<file path="config.mk">
export PLATFORM = sky130hd
export DESIGN_NAME = ddr_cmd_sched
export DESIGN_NICKNAME = d
export VERILOG_FILES = /design/src/rtl/ddr_package.sv /design/src/rtl/ddr_rr_arbiter.sv /design/src/rtl/ddr_cmd_sched.sv
export SDC_FILE = /design/constraint.sdc
export NUM_CORES = 1
export LEC_CHECK = 0
export ABC_AREA = 1
export BUFFER_PORTS_ARGS = -buffer_cell sky130_fd_sc_hd__buf_4
export CELL_PAD_IN_SITES_DETAIL_PLACEMENT = 0
export CELL_PAD_IN_SITES_GLOBAL_PLACEMENT = 1
export CORE_MARGIN = 2
export CORE_UTILIZATION = 32
export DETAILED_ROUTE_END_ITERATION = 10
export PLACE_DENSITY = 0.83
export SLEW_MARGIN = 5
export SYNTH_ARGS = -nofsm -noshare
export SYNTH_HDL_FRONTEND = slang
export SYNTH_SLANG_ARGS = --single-unit
</file>
<file path="constraint.sdc">
create_clock -name clock_i -period 3.15 [get_ports clock_i]
set_input_delay 0.4725 -clock clock_i [delete_from_list [all_inputs] [get_ports clock_i]]
set_output_delay 0.4725 -clock clock_i [all_outputs]
set_load 0.01 [all_outputs]
</file>
<file path="src/rtl/ddr_package.sv">
// ddr_package: command, address and scheduler-state types shared by the
// DDR command scheduler and its testbench.
// The REF/RFC_WAIT states exist only when DDR_SCHED_REFRESH_EN is defined.
package ddr_package;

    typedef enum logic [2:0] {
        CMD_NOP = 3'd0,
        CMD_ACT = 3'd1,
        CMD_RD  = 3'd2,
        CMD_WR  = 3'd3,
        CMD_PRE = 3'd4,
        CMD_REF = 3'd5
    } ddr_cmd_t;

    typedef struct packed {
        logic [1:0]  bg;
        logic [1:0]  ba;
        logic [16:0] row;
        logic [9:0]  col;
    } ddr_addr_t;

    typedef enum logic [3:0] {
        ST_IDLE       = 4'd0,
        ST_ACT        = 4'd1,
        ST_RCD_WAIT   = 4'd2,
        ST_CAS        = 4'd3,
        ST_BURST_WAIT = 4'd4,
        ST_PRE        = 4'd5,
        ST_RP_WAIT    = 4'd6
`ifdef DDR_SCHED_REFRESH_EN
        ,
        ST_REF        = 4'd7,
        ST_RFC_WAIT   = 4'd8
`endif
    } sched_state_t;

    // Column command for a latched access direction (1 = write).
    function automatic ddr_cmd_t cas_cmd(input logic rw);
        return rw ? CMD_WR : CMD_RD;
    endfunction

endpackage

</file>
<file path="src/rtl/ddr_rr_arbiter.sv">
// ddr_rr_arbiter: rotating-priority arbiter. Searches the request vector
// from ptr_i upward with wrap-around and returns a one-hot winner.
module ddr_rr_arbiter #(
    parameter int NUM_REQ = 4,
    parameter int PTR_W   = $clog2(NUM_REQ)
) (
    input  logic [NUM_REQ-1:0] req_i,
    input  logic [PTR_W-1:0]   ptr_i,
    output logic [NUM_REQ-1:0] gnt_o,
    output logic               valid_o
);

    int               slot_s;
    logic [PTR_W-1:0] slot_idx_s;
    logic             hit_s;

    // First asserted request at or above the pointer wins; later hits are masked.
    always_comb begin
        gnt_o      = '0;
        valid_o    = 1'b0;
        slot_s     = 0;
        slot_idx_s = '0;
        hit_s      = 1'b0;
        for (int i = 0; i < NUM_REQ; i++) begin
            slot_s             = (int'(ptr_i) + i) % NUM_REQ;
            slot_idx_s         = slot_s[PTR_W-1:0];
            hit_s              = req_i[slot_idx_s] & ~valid_o;
            gnt_o[slot_idx_s]  = gnt_o[slot_idx_s] | hit_s;
            valid_o            = valid_o | hit_s;
        end
    end

endmodule

</file>
<file path="src/rtl/ddr_cmd_sched.sv">
// ddr_cmd_sched: single-access DDR command scheduler. Grants one requester
// round-robin, then issues ACT -> RD/WR -> PRE with fixed T_RCD/T_BURST/T_RP
// spacing before returning to IDLE.
// Define DDR_SCHED_REFRESH_EN to add periodic REF with T_REFI/T_RFC timing.
module ddr_cmd_sched
    import ddr_package::*;
#(
    parameter int NUM_REQ = 4,
    parameter int T_RCD   = 4,
    parameter int T_BURST = 4,
    parameter int T_RP    = 3,
    parameter int T_REFI  = 64,
    parameter int T_RFC   = 8
) (
    input  logic                      clock_i,
    input  logic                      reset_i,
    input  logic [NUM_REQ-1:0]        req_valid_i,
    input  logic [NUM_REQ-1:0]        req_rw_i,
    input  ddr_addr_t [NUM_REQ-1:0]   req_addr_i,
    input  logic                      dev_busy_i,
    output logic [NUM_REQ-1:0]        req_gnt_o,
    output logic                      cmd_valid_o,
    output ddr_cmd_t                  cmd_type_o,
    output ddr_addr_t                 cmd_addr_o,
    output logic                      sched_busy_o
);

    localparam int PTR_W   = $clog2(NUM_REQ);
    localparam int MAX_AB  = (T_RCD > T_BURST) ? T_RCD : T_BURST;
    localparam int MAX_ABC = (MAX_AB > T_RP) ? MAX_AB : T_RP;
    localparam int CNT_MAX = (MAX_ABC > T_RFC) ? MAX_ABC : T_RFC;
    localparam int CNT_W   = $clog2(CNT_MAX);

    // Wait states hold for (interval - 1) cycles, so the counter loads interval - 2.
    localparam logic [CNT_W-1:0] RCD_LOAD   = CNT_W'(T_RCD - 2);
    localparam logic [CNT_W-1:0] BURST_LOAD = CNT_W'(T_BURST - 2);
    localparam logic [CNT_W-1:0] RP_LOAD    = CNT_W'(T_RP - 2);

    sched_state_t     state_q, state_d;
    logic [CNT_W-1:0] cnt_q, cnt_d;
    logic [PTR_W-1:0] ptr_q, ptr_d;
    logic             rw_q, rw_d;
    ddr_addr_t        cmd_addr_q, cmd_addr_d;
    logic             cmd_valid_q, cmd_valid_d;
    ddr_cmd_t         cmd_type_q, cmd_type_d;
    logic             sched_busy_q, sched_busy_d;

    logic [NUM_REQ-1:0] arb_gnt_s;
    logic               arb_valid_s;
    logic [PTR_W-1:0]   win_idx_s;
    logic [PTR_W-1:0]   next_ptr_s;
    logic               grant_s;

    ddr_rr_arbiter #(
        .NUM_REQ (NUM_REQ),
        .PTR_W   (PTR_W)
    ) u_arb (
        .req_i   (req_valid_i),
        .ptr_i   (ptr_q),
        .gnt_o   (arb_gnt_s),
        .valid_o (arb_valid_s)
    );

    // Encode the one-hot winner and compute the pointer that follows it.
    always_comb begin
        win_idx_s = '0;
        for (int i = 0; i < NUM_REQ; i++) begin
            win_idx_s = win_idx_s | (arb_gnt_s[i] ? PTR_W'(i) : '0);
        end
        next_ptr_s = (win_idx_s == PTR_W'(NUM_REQ - 1)) ? '0 : win_idx_s + PTR_W'(1);
    end

`ifdef DDR_SCHED_REFRESH_EN
    localparam int                REFI_W    = $clog2(T_REFI);
    localparam logic [REFI_W-1:0] REFI_LAST = REFI_W'(T_REFI - 1);
    localparam logic [CNT_W-1:0]  RFC_LOAD  = CNT_W'(T_RFC - 2);

    logic [REFI_W-1:0] ref_cnt_q, ref_cnt_d;
    logic              ref_pending_q, ref_pending_d;
    logic              ref_expire_s;
    logic              ref_clr_s;

    // Free-running refresh interval timer; an expiry while pending is absorbed.
    always_comb begin
        ref_expire_s = (ref_cnt_q == REFI_LAST);
        if (ref_expire_s) begin
            ref_cnt_d = '0;
        end else begin
            ref_cnt_d = ref_cnt_q + REFI_W'(1);
        end
        ref_pending_d = ref_expire_s | (ref_pending_q & ~ref_clr_s);
    end

    // Refresh timer and pending-flag registers.
    always_ff @(posedge clock_i or posedge reset_i) begin
        if (reset_i) begin
            ref_cnt_q     <= '0;
            ref_pending_q <= 1'b0;
        end else begin
            ref_cnt_q     <= ref_cnt_d;
            ref_pending_q <= ref_pending_d;
        end
    end
`else
    // Refresh interval has no effect when refresh support is not built.
    logic unused_refresh_s;
    assign unused_refresh_s = ^T_REFI;
`endif

    // Next-state logic: arbitration in IDLE, fixed-length command sequence otherwise.
    always_comb begin
        state_d    = state_q;
        cnt_d      = cnt_q;
        ptr_d      = ptr_q;
        rw_d       = rw_q;
        cmd_addr_d = cmd_addr_q;
        grant_s    = 1'b0;
`ifdef DDR_SCHED_REFRESH_EN
        ref_clr_s  = 1'b0;
`endif
        case (state_q)
            ST_IDLE: begin
`ifdef DDR_SCHED_REFRESH_EN
                if (ref_pending_q) begin
                    ref_clr_s = 1'b1;
                    state_d   = ST_REF;
                end else
`endif
                if (arb_valid_s && !dev_busy_i) begin
                    grant_s    = 1'b1;
                    state_d    = ST_ACT;
                    ptr_d      = next_ptr_s;
                    rw_d       = req_rw_i[win_idx_s];
                    cmd_addr_d = req_addr_i[win_idx_s];
                end else begin
                    state_d = ST_IDLE;
                end
            end
            ST_ACT: begin
                state_d = ST_RCD_WAIT;
                cnt_d   = RCD_LOAD;
            end
            ST_RCD_WAIT: begin
                if (cnt_q == '0) begin
                    state_d = ST_CAS;
                end else begin
                    cnt_d = cnt_q - CNT_W'(1);
                end
            end
            ST_CAS: begin
                state_d = ST_BURST_WAIT;
                cnt_d   = BURST_LOAD;
            end
            ST_BURST_WAIT: begin
                if (cnt_q == '0) begin
                    state_d = ST_PRE;
                end else begin
                    cnt_d = cnt_q - CNT_W'(1);
                end
            end
            ST_PRE: begin
                state_d = ST_RP_WAIT;
                cnt_d   = RP_LOAD;
            end
            ST_RP_WAIT: begin
                if (cnt_q == '0) begin
                    state_d = ST_IDLE;
                end else begin
                    cnt_d = cnt_q - CNT_W'(1);
                end
            end
`ifdef DDR_SCHED_REFRESH_EN
            ST_REF: begin
                state_d = ST_RFC_WAIT;
                cnt_d   = RFC_LOAD;
            end
            ST_RFC_WAIT: begin
                if (cnt_q == '0) begin
                    state_d = ST_IDLE;
                end else begin
                    cnt_d = cnt_q - CNT_W'(1);
                end
            end
`endif
            default: begin
                state_d = ST_IDLE;
                cnt_d   = '0;
            end
        endcase
    end

    // Command decode from the upcoming state so command outputs can be registered.
    always_comb begin
        cmd_valid_d = 1'b0;
        cmd_type_d  = CMD_NOP;
        case (state_d)
            ST_ACT: begin
                cmd_valid_d = 1'b1;
                cmd_type_d  = CMD_ACT;
            end
            ST_CAS: begin
                cmd_valid_d = 1'b1;
                cmd_type_d  = cas_cmd(rw_d);
            end
            ST_PRE: begin
                cmd_valid_d = 1'b1;
                cmd_type_d  = CMD_PRE;
            end
`ifdef DDR_SCHED_REFRESH_EN
            ST_REF: begin
                cmd_valid_d = 1'b1;
                cmd_type_d  = CMD_REF;
            end
`endif
            default: begin
                cmd_valid_d = 1'b0;
                cmd_type_d  = CMD_NOP;
            end
        endcase
        sched_busy_d = (state_d != ST_IDLE);
    end

    // State, timing counter, arbitration pointer, latched access and output registers.
    always_ff @(posedge clock_i or posedge reset_i) begin
        if (reset_i) begin
            state_q      <= ST_IDLE;
            cnt_q        <= '0;
            ptr_q        <= '0;
            rw_q         <= 1'b0;
            cmd_addr_q   <= '0;
            cmd_valid_q  <= 1'b0;
            cmd_type_q   <= CMD_NOP;
            sched_busy_q <= 1'b0;
        end else begin
            state_q      <= state_d;
            cnt_q        <= cnt_d;
            ptr_q        <= ptr_d;
            rw_q         <= rw_d;
            cmd_addr_q   <= cmd_addr_d;
            cmd_valid_q  <= cmd_valid_d;
            cmd_type_q   <= cmd_type_d;
            sched_busy_q <= sched_busy_d;
        end
    end

    // The grant pulse must coincide with the IDLE cycle that accepts the request,
    // so it is driven from the arbiter directly and held low while in reset.
    assign req_gnt_o    = (grant_s && !reset_i) ? arb_gnt_s : '0;
    assign cmd_valid_o  = cmd_valid_q;
    assign cmd_type_o   = cmd_type_q;
    assign cmd_addr_o   = cmd_addr_q;
    assign sched_busy_o = sched_busy_q;

endmodule

</file>
After elaboration in Yosys (flattened, before gate mapping)
Index checks and enable logic that the tools add are counted.
{"block": "word_totals", "reg_bits": 46, "input_bits": 135, "wordCells": 119}
{"block": "op_classes", "n_addsub": 5, "magnitude_cmp": 9, "n_eq_ne": 11, "muxes": 50, "n_bitwise": 17, "reduce_logical": 16}
{"op": "binary-select mux 31 bit (select 2 bit)", "count": 1}
{"op": "two-way mux 31 bit", "count": 1}
{"op": "one-hot mux 4 bit (7 select lines)", "count": 1}
{"op": "two-way mux 1 bit", "count": 21}
{"op": "binary-select mux 1 bit (select 2 bit)", "count": 9}
{"op": "equality test 4 x 3 -> 1 bit (second input constant)", "count": 4}
{"op": "two-way mux 4 bit", "count": 4}
{"op": "< comparator 2 x 3 -> 1 bit (second input constant)", "count": 5}
{"op": "bitwise mux 4 bit", "count": 3}
{"op": "equality test 4 x 2 -> 1 bit (second input constant)", "count": 3}
{"op": "one-hot mux 3 bit (4 select lines)", "count": 1}
{"op": "one-hot mux 3 bit (3 select lines)", "count": 1}
{"op": "demux 1 bit (select 2 bit)", "count": 4}
{"op": "equality test 4 x 1 -> 1 bit (second input constant)", "count": 2}
{"op": ">= comparator 2 x 1 -> 1 bit (second input constant)", "count": 4}
{"op": "OR 1 bit", "count": 7}
{"op": "logical AND 1 bit", "count": 6}
{"op": "two-way mux 2 bit", "count": 3}
{"op": "OR reduction 3 bit", "count": 2}
{"op": "adder 2 x 1 -> 2 bit (second input constant)", "count": 2}
{"op": "adder 2 bit (second input constant)", "count": 2}
{"op": "AND 4 bit", "count": 1}
{"op": "zero test 4 bit", "count": 1}
{"op": "inverter 1 bit", "count": 4}
{"op": "12 further kinds", "count": 16}

Logic depth before layout (Yosys ltp)
Gate-level depths: netlist of the first run.
{"block": "depth", "depth_word": 26, "mapped_depth": 25, "ltp_nobuf": 22}

By module
A second synthesis of the first run with hierarchy kept.
{"block": "hier_totals", "hier_cells": 541, "area_unflattened_um2": 3459.6}
{"mod": "ddr_cmd_sched", "n_inst": 1, "cells_each": 447, "area_each_um2": 2962.8}
{"mod": "ddr_rr_arbiter", "n_inst": 1, "cells_each": 94, "area_each_um2": 496.7}

Worst setup path before layout of the first run
Ideal clock, no wire load.
{"block": "synth_path", "path_kind": "reg2out", "from": "register ptr_q[0]", "to": "output req_gnt_o[1]", "t_arrival_ns": 2.366, "required_ns": 2.677, "setup_slack_ns": 0.311, "stages_incl_launch_ff": 18, "n_path_buf": 2, "cell_sequence": "dfrtp_1 -> inv_2 -> buf_6 -> ha_1 -> o21ai_1 -> nand2_1 -> nand3_1 -> nand3_1 -> nand3_1 -> nand2_1 -> nand3_1 -> nand3_1 -> nand3_1 -> nand2_2 -> nand3_4 -> nand2_4 -> buf_2 -> nor2_1"}
{"block": "synth_via", "elab_chain_cells": 18}
{"element": "start: declaration", "line_no": "ddr_cmd_sched.sv:41", "text": "logic [PTR_W-1:0] ptr_q, ptr_d;"}
{"element": "start signal: assignment", "line_no": "ddr_cmd_sched.sv:237", "text": "ptr_q <= ptr_d;"}
{"element": "< comparator 2 x 3 -> 1 bit (implied by the code) or >= comparator 2 x 1 -> 1 bit (tied branches)", "line_no": "ddr_rr_arbiter.sv:28", "text": "gnt_o[slot_idx_s] = gnt_o[slot_idx_s] | hit_s;"}
{"element": "logical AND 1 bit (implied by the code)", "line_no": "ddr_rr_arbiter.sv:28"}
{"element": "two-way mux 1 bit (implied by the code)", "line_no": "ddr_rr_arbiter.sv:28"}
{"element": "demux 1 bit (select 2 bit)"}
{"element": "AND 4 bit (no source line)"}
{"element": "binary-select mux 1 bit (select 2 bit)", "line_no": "ddr_rr_arbiter.sv:28"}
{"element": "two-way mux 1 bit (implied by the code)", "line_no": "ddr_rr_arbiter.sv:28"}
{"element": "OR 1 bit", "line_no": "ddr_rr_arbiter.sv:28"}
{"element": "[... 2 more ...]"}
{"element": "two-way mux 1 bit (implied by the code)", "line_no": "ddr_rr_arbiter.sv:28"}
{"element": "OR 1 bit", "line_no": "ddr_rr_arbiter.sv:28"}
{"element": "bitwise mux 4 bit", "line_no": "ddr_rr_arbiter.sv:28"}
{"element": "binary-select mux 1 bit (select 2 bit)", "line_no": "ddr_rr_arbiter.sv:28"}
{"element": "two-way mux 1 bit (implied by the code)", "line_no": "ddr_rr_arbiter.sv:28"}
{"element": "OR 1 bit", "line_no": "ddr_rr_arbiter.sv:28"}
{"element": "bitwise mux 4 bit", "line_no": "ddr_rr_arbiter.sv:28"}
{"element": "two-way mux 4 bit *", "line_no": "ddr_cmd_sched.sv:248", "text": "assign req_gnt_o = (grant_s && !reset_i) ? arb_gnt_s : '0;"}
{"element": "end: declaration", "line_no": "ddr_cmd_sched.sv:21", "text": "output logic [NUM_REQ-1:0] req_gnt_o,"}
Mark *: on every way between the ends. The rest lies on a longest branch, timed or not. The select of a mux whose other input is x is not followed.

Worst setup path after layout of the first run
{"block": "layout_path", "from": "register ptr_q[0]", "to": "output req_gnt_o[0]"}
The elaborated chain is that of the path after synthesis.

==> results.json, run 1 <==
{
  "outcome": "complete, no violations",
  "cts.sinks": 46,
  "worstPathMaxFanout": 6,
  "first_pass_iters": 5,
  "netlist_area_um2": 4025,
  "num_vias": 4699,
  "synth_edf_count": 0,
  "synthArstFlopShare_pct": 100.0,
  "drt_iter0_drc": 273,
  "crit_path_end_kind": "output port",
  "die-area_um2": 13490,
  "antenna_found_initial": 0,
  "cp.arrival_ns": 2.63,
  "synthCells": 679,
  "yosysSeqAreaShare_pct": 28.60,
  "synth.net_count": 820,
  "cts_buffers": 5,
  "finalCritPeriodShare_pct": 98.59,
  "grt_pass1_vias": 4486,
  "synth_seq_cells": 46,
  "die_h_um": 116.2,
  "vias_per_cell": 4.584,
  "placed_cell_area_um2": 5527,
  "core_area_um2": 12160,
  "die_x_um": 116.2,
  "final_common_cell": "nand2_1",
  "place.gp.congestion": 0.8951,
  "relSlewSlack_pct": 60.21,
  "overflow": 0,
  "path_class": "flip-flop to output port",
  "crit_path_start_kind": "flip-flop",
  "initial_core_util_pct": 33.10,
  "drc": 0,
  "wl_per_cell_um": 13.48,
  "htree_levels": 2,
  "clock_latency_ns": 0.28,
  "worst_slew_pin_slew_ns": 0.5969,
  "antenna_left": 0,
  "synth_cell_type_count": 29,
  "period_minus_slack_ns": 3.106,
  "grt_max_degree": 47,
  "final_max_slew_viol_count": 0,
  "rows": 40,
  "crit_required_ns": 2.68,
  "synth_ff_type": "dfrtp_1",
  "cts_tree": "built",
  "grt_pass1_wl_mm": 21.36,
  "yosysWarnings": 0,
  "rsz0062_at_grt": "yes",
  "power_leakage_nw": 3.540,
  "finalHoldViolations": 0,
  "holdBufCountCts": 0,
  "routed_wl_mm": 13.82,
  "n_antenna_cell": 0,
  "dp_hpwl_mm": 10.17,
  "clockBufferDepth": 2,
  "setup-violations-final": 0,
  "min_path_type": "input port to asynchronous set/reset pin",
  "clk_pin_slew_worst_paths_ns": 0.06,
  "skew_ns": 0.003077,
  "layout.nets": 998,
  "vdd_ir_drop_max_v": 0.0005575,
  "drive_gt1_share_pct": 32.79,
  "stdcell_area_um2": 5961,
  "io_buffers": 174,
  "max_freq_ghz": 0.3220,
  "max_cap_viol_count": 0,
  "track_usage_pct": 19.85,
  "io_pins": 175,
  "hold_slack_ns": 0.4000,
  "clockRootBuffer": "clkbuf_16",
  "layout_common_cells": "nand2_1 (235), buf_4 (196), inv_1 (110)",
  "powerDensity_nw_per_um2": 1265,
  "syn_area_per_cell_um2": 5.928,
  "area_growth_pct": 48.09
}
-- cells in the mapped netlist (2+ instances only) --
library cell	count	area, um^2
nor3_1	4	20.02
nand2_1	240	900.9
clkbuf_1	9	33.78
inv_2	4	15.01
nand3_2	2	20.02
buf_6	6	67.56
buf_2	16	80.08
ha_1	6	75.07
nand4_1	5	31.28
nand2_2	25	156.4
a21oi_1	32	160.2
o21ai_0	12	60.06
nand2_4	3	33.78
inv_1	112	420.4
nand3_4	2	35.03
nand3_1	101	505.5
nor2_1	43	161.4
dfrtp_1	46	1151
-- worst max-delay path, cell delays in order, from the launching register on --
cell,delay (ns)
dfrtp_1,0.43
inv_4,0.13
buf_6,0.11
buf_4,0.15
nand4_1,0.11
nand3_1,0.11
nand2_2,0.11
nand3_2,0.10
nand3_2,0.07
nand3_2,0.10
nand2_4,0.08
nand3_2,0.09
nand3_2,0.08
nand3_2,0.10
nand2_4,0.07
a311o_1,0.35
inv_1,0.07
buf_4,0.11
-- state kept, by name, summed over array words and instances, names as in the netlist --
name,flops
cmd_addr_o,31
state_q,4
cmd_type_o,3
cnt_q,3
ptr_q,2
cmd_valid_o,1
rw_q,1
sched_busy_o,1
-- final timing paths --
kind                                start             end  slack (ns)  depth (start not counted)
max                              ptr_q[0]    req_gnt_o[0]        0.04                         17
min                               reset_i   cmd_addr_o[0]        0.40                          3
max reg2reg                      ptr_q[0]  cmd_addr_o[10]        0.21                         24
min reg2reg                cmd_addr_o[23]  cmd_addr_o[23]        0.48                          2
max in group asynchronous         reset_i  cmd_addr_o[18]        2.34                          3
min in group clock_i       cmd_addr_o[23]  cmd_addr_o[23]        0.48                          2
-- timing repair --
action,4_1_cts,5_1_grt
endpoints found under the setup margin,4,37
buffers inserted,5,6
cloned,0,1
gates resized for setup,2,47
pin swaps,1,14
-- cell type report --
class                      instances  area, um^2
multi-input combinational        483        2419
inverter                         116       437.9
timing repair buffer             205        1610
clock buffer                       7       132.6
sequential                        46        1151
fill                            1274        6201
tap                              168       210.2
-- cell families after synthesis --
group           count (synthesis)  synth area share (%)
buf+inv                       150                 16.29
flops                          46                 28.60
compound gates                 48                 6.217
xor+xnor                        1                0.2176
mux                             1                0.2487
fa+ha+maj                       6                 1.865
simple gates                  426                 46.47
other cells                     1               0.09317
-- per-layer routing --
metal,routed length [um],global-route usage [%]
met1,5979,25.44
met2,6649,34.04
met3,1038,5.293
met4,150,3.730
met5,0,0
-- per-stage QoR --
stage | total power [W] | worst slack [ns] | setup TNS [ns] | utilization, % | instances
3_5_place_dp | 0.006666 | 0.08726 | 0 | 45.44 | 1006
4_1_cts | 0.007247 | 0.004063 | 0 | 46.88 | 1018
2_1_floorplan | 0.005088 | 0.3115 | 0 | - | 679
6_report | 0.007539 | 0.04431 | 0 | 49.01 | 1025
5_1_grt | 0.008352 | -0.09892 | -0.8649 | 49.01 | 1025
3_3_place_gp | 0.006631 | 0.07555 | 0 | 45.44 | 1006
-- power by group --
part           internal (W)  switching (W)  total [W]
registers          0.000853       0.000169    0.00102
clock network      0.000290       0.000202   0.000493
logic               0.00233        0.00369    0.00602
Power figures use the tool's default switching activity.
==> run 2, diff against run 1 <==
Settings changed: MAX_ROUTING_LAYER set to met4.
==> run 2 against run 1 <==
  * First-iteration DRC count decreased by 21%
  * Cell area fell by 0.31%
  * Register-to-register slack about the same
  * Setup slack improved by 0.0085 ns
  * Core utilization down 0.15 points
  * Die area unchanged
  * Sequential cell count did not move
  * Non-clock buffer count fell by 6
  * Final cell count down 0.49%
  * Fmax is 0.28% higher
  * Total power grew 0.70%
  * Critical path type unchanged
  * Critical path depth unchanged
==> results.json, run 2 (synthesized netlist as in run 1, its figures left out) <==
{
  "outcome": "complete, no violations",
  "instances_no_fill": 1020,
  "cts_buffers": 5,
  "crit_top_cell": "nand3_2",
  "crit_path_start_kind": "flip-flop",
  "layout_common_cells": "nand2_1 (235), buf_4 (190), inv_1 (110)",
  "use_met1_pct": 26.49,
  "place.gp.congestion": 0.8888,
  "clk_pin_slew_worst_paths_ns": 0.07,
  "stdcell_area_um2": 5942,
  "rr_worst_depth": 21,
  "r2r_start": "ptr_q[0]",
  "rsz0062_at_grt": "yes",
  "grt_use_met2_pct": 36.26,
  "drive_gt1_share_pct": 32.16,
  "post-place-cells": 1007,
  "drt_iter0_drc": 216,
  "final_max_slew_viol_count": 0,
  "r2r_end": "cmd_addr_o[15]",
  "overflow": 0,
  "largest_reg_flops": 31,
  "placed_cell_area_um2": 5534,
  "crit_chain": "inv_2 > buf_6 > ha_1 > nand4_1 > nand3_1 > nand2_2 > nand3_2 > nand3_2 > nand3_2 > nand2_4 > nand3_4 > nand3_2 > nand3_2 > nand2_4 > a311o_1 > inv_1 > buf_4",
  "finalHoldViolations": 0,
  "core_area_um2": 12160,
  "powerDensity_nw_per_um2": 1278,
  "first_pass_iters": 4,
  "drc": 0,
  "cpPeakStageDelay_ns": 0.40,
  "power_leakage_nw": 3.524,
  "r2r_slack_ns": 0.22,
  "nFillCells": 1280,
  "cts_tree": "built",
  "cts.sinks": 46,
  "cpMaxStageDelayCell": "dfrtp_1",
  "grt-busiest-layer": "met2",
  "setup-violations-final": 0,
  "crit_required_ns": 2.68,
  "max_cap_viol_count": 0,
  "htree_levels": 2,
  "num_vias": 4771,
  "crit_path_end_kind": "output port",
  "gr-usage-met3_pct": 4.048,
  "relSlewSlack_pct": 59.42,
  "finalCritPeriodShare_pct": 98.32,
  "worstPathMaxFanout": 5,
  "worst_slew_pin_slew_ns": 0.6087,
  "die_h_um": 116.2,
  "dp_hpwl_mm": 10.25,
  "skew_ns": 0.01014,
  "clockBufferDepth": 2,
  "path_class": "flip-flop to output port",
  "die_x_um": 116.2,
  "final_core_util_pct": 48.86,
  "clock_latency_ns": 0.28,
  "io_buffers": 174,
  "vias_per_cell": 4.677,
  "final_common_cell": "nand2_1",
  "setup_tns_ns": 0,
  "n_antenna_cell": 0,
  "clockRootBuffer": "clkbuf_16",
  "max_freq_ghz": 0.3229,
  "period_minus_slack_ns": 3.097,
  "vdd_ir_drop_max_v": 0.0007776,
  "rows": 40,
  "wl_per_cell_um": 13.54,
  "grt_pass1_vias": 4623,
  "grt_pass1_wl_mm": 22.17,
  "die-area_um2": 13490,
  "layout.nets": 992,
  "io_pins": 175,
  "critical_path.top_delay_family": "simple AND/OR/NAND/NOR gates",
  "min_path_type": "input port to asynchronous set/reset pin",
  "antenna_found_initial": 0,
  "initial_core_util_pct": 33.10,
  "cp.arrival_ns": 2.62,
  "critPathBufInv": 4,
  "grt_max_degree": 47,
  "holdBufCountCts": 0,
  "antenna_left": 0,
  "routed_wl_mm": 13.81,
  "area_growth_pct": 47.62,
  "track_usage_pct": 21.20
}
## run 2: cell types whose count changed in the layout (fill, tap and decap cells not counted), sizes merged
cell | before | now
buf | 205 | 199
bufinv | 0 | 1
## run 2: per-stage QoR
step | setup slack (ns) | hold WS, ns | total power, W
global placement | 0.03985 | 0.4584 | 0.006618
CTS | 0.005415 | 0.4238 | 0.007335
global route | -0.07835 | 0.4607 | 0.008434
floorplan | 0.3115 | 0.4386 | 0.005088
detailed placement | 0.06165 | 0.4688 | 0.006662
finish | 0.05286 | 0.3970 | 0.007592
## run 2: worst register-to-register path, delay by kind of cell, from the launching register on
| family | cells | cell delay [ns] |
|---|---|---|
| simple gates | 15 | 1.27 |
| buf+inv | 4 | 0.68 |
| flops | 1 | 0.37 |
| compound gates | 1 | 0.30 |
| fa+ha+maj | 1 | 0.22 |
## run 2: worst max-delay path by stage
stage	endpoint	cells after the start	start
floorplan	req_gnt_o[1]	17	ptr_q[0]
global placement	cmd_addr_o[25]	21	ptr_q[0]
detailed placement	cmd_addr_o[25]	21	ptr_q[0]
CTS	req_gnt_o[1]	17	ptr_q[0]
global route	req_gnt_o[0]	16	ptr_q[1]
finish	req_gnt_o[0]	17	ptr_q[0]
## run 2: cell type report
cell class	instances	area, um^2	area share, %
repair buffers	199	1572	26.45
well taps	168	210.2	3.538
clock inverters	1	30.03	0.5054
clock buffers	7	132.6	2.232
multi-input cells	483	2411	40.58
inverters	116	435.4	7.328
flip-flops and latches	46	1151	19.37
## run 2: layer usage
metal	wire [um]	vias to the layer above
li1	-	2418
met1	5986	2203
met2	6819	140
met3	858	10
met4	146	0
met5	0	-
## run 2: timing repair
item	in CTS	in global routing
pin swaps	0	18
setup buffers	0	5
setup endpoints to repair	4	38
gates resized for setup	7	42
## run 2: power by group
part | internal [W] | switching, W | leakage, nW | total, W
clock | 0.000375 | 0.000219 | 0.0781 | 0.000594
combinational | 0.00227 | 0.00371 | 2.86 | 0.00598
sequential | 0.000852 | 0.000164 | 0.585 | 0.00102
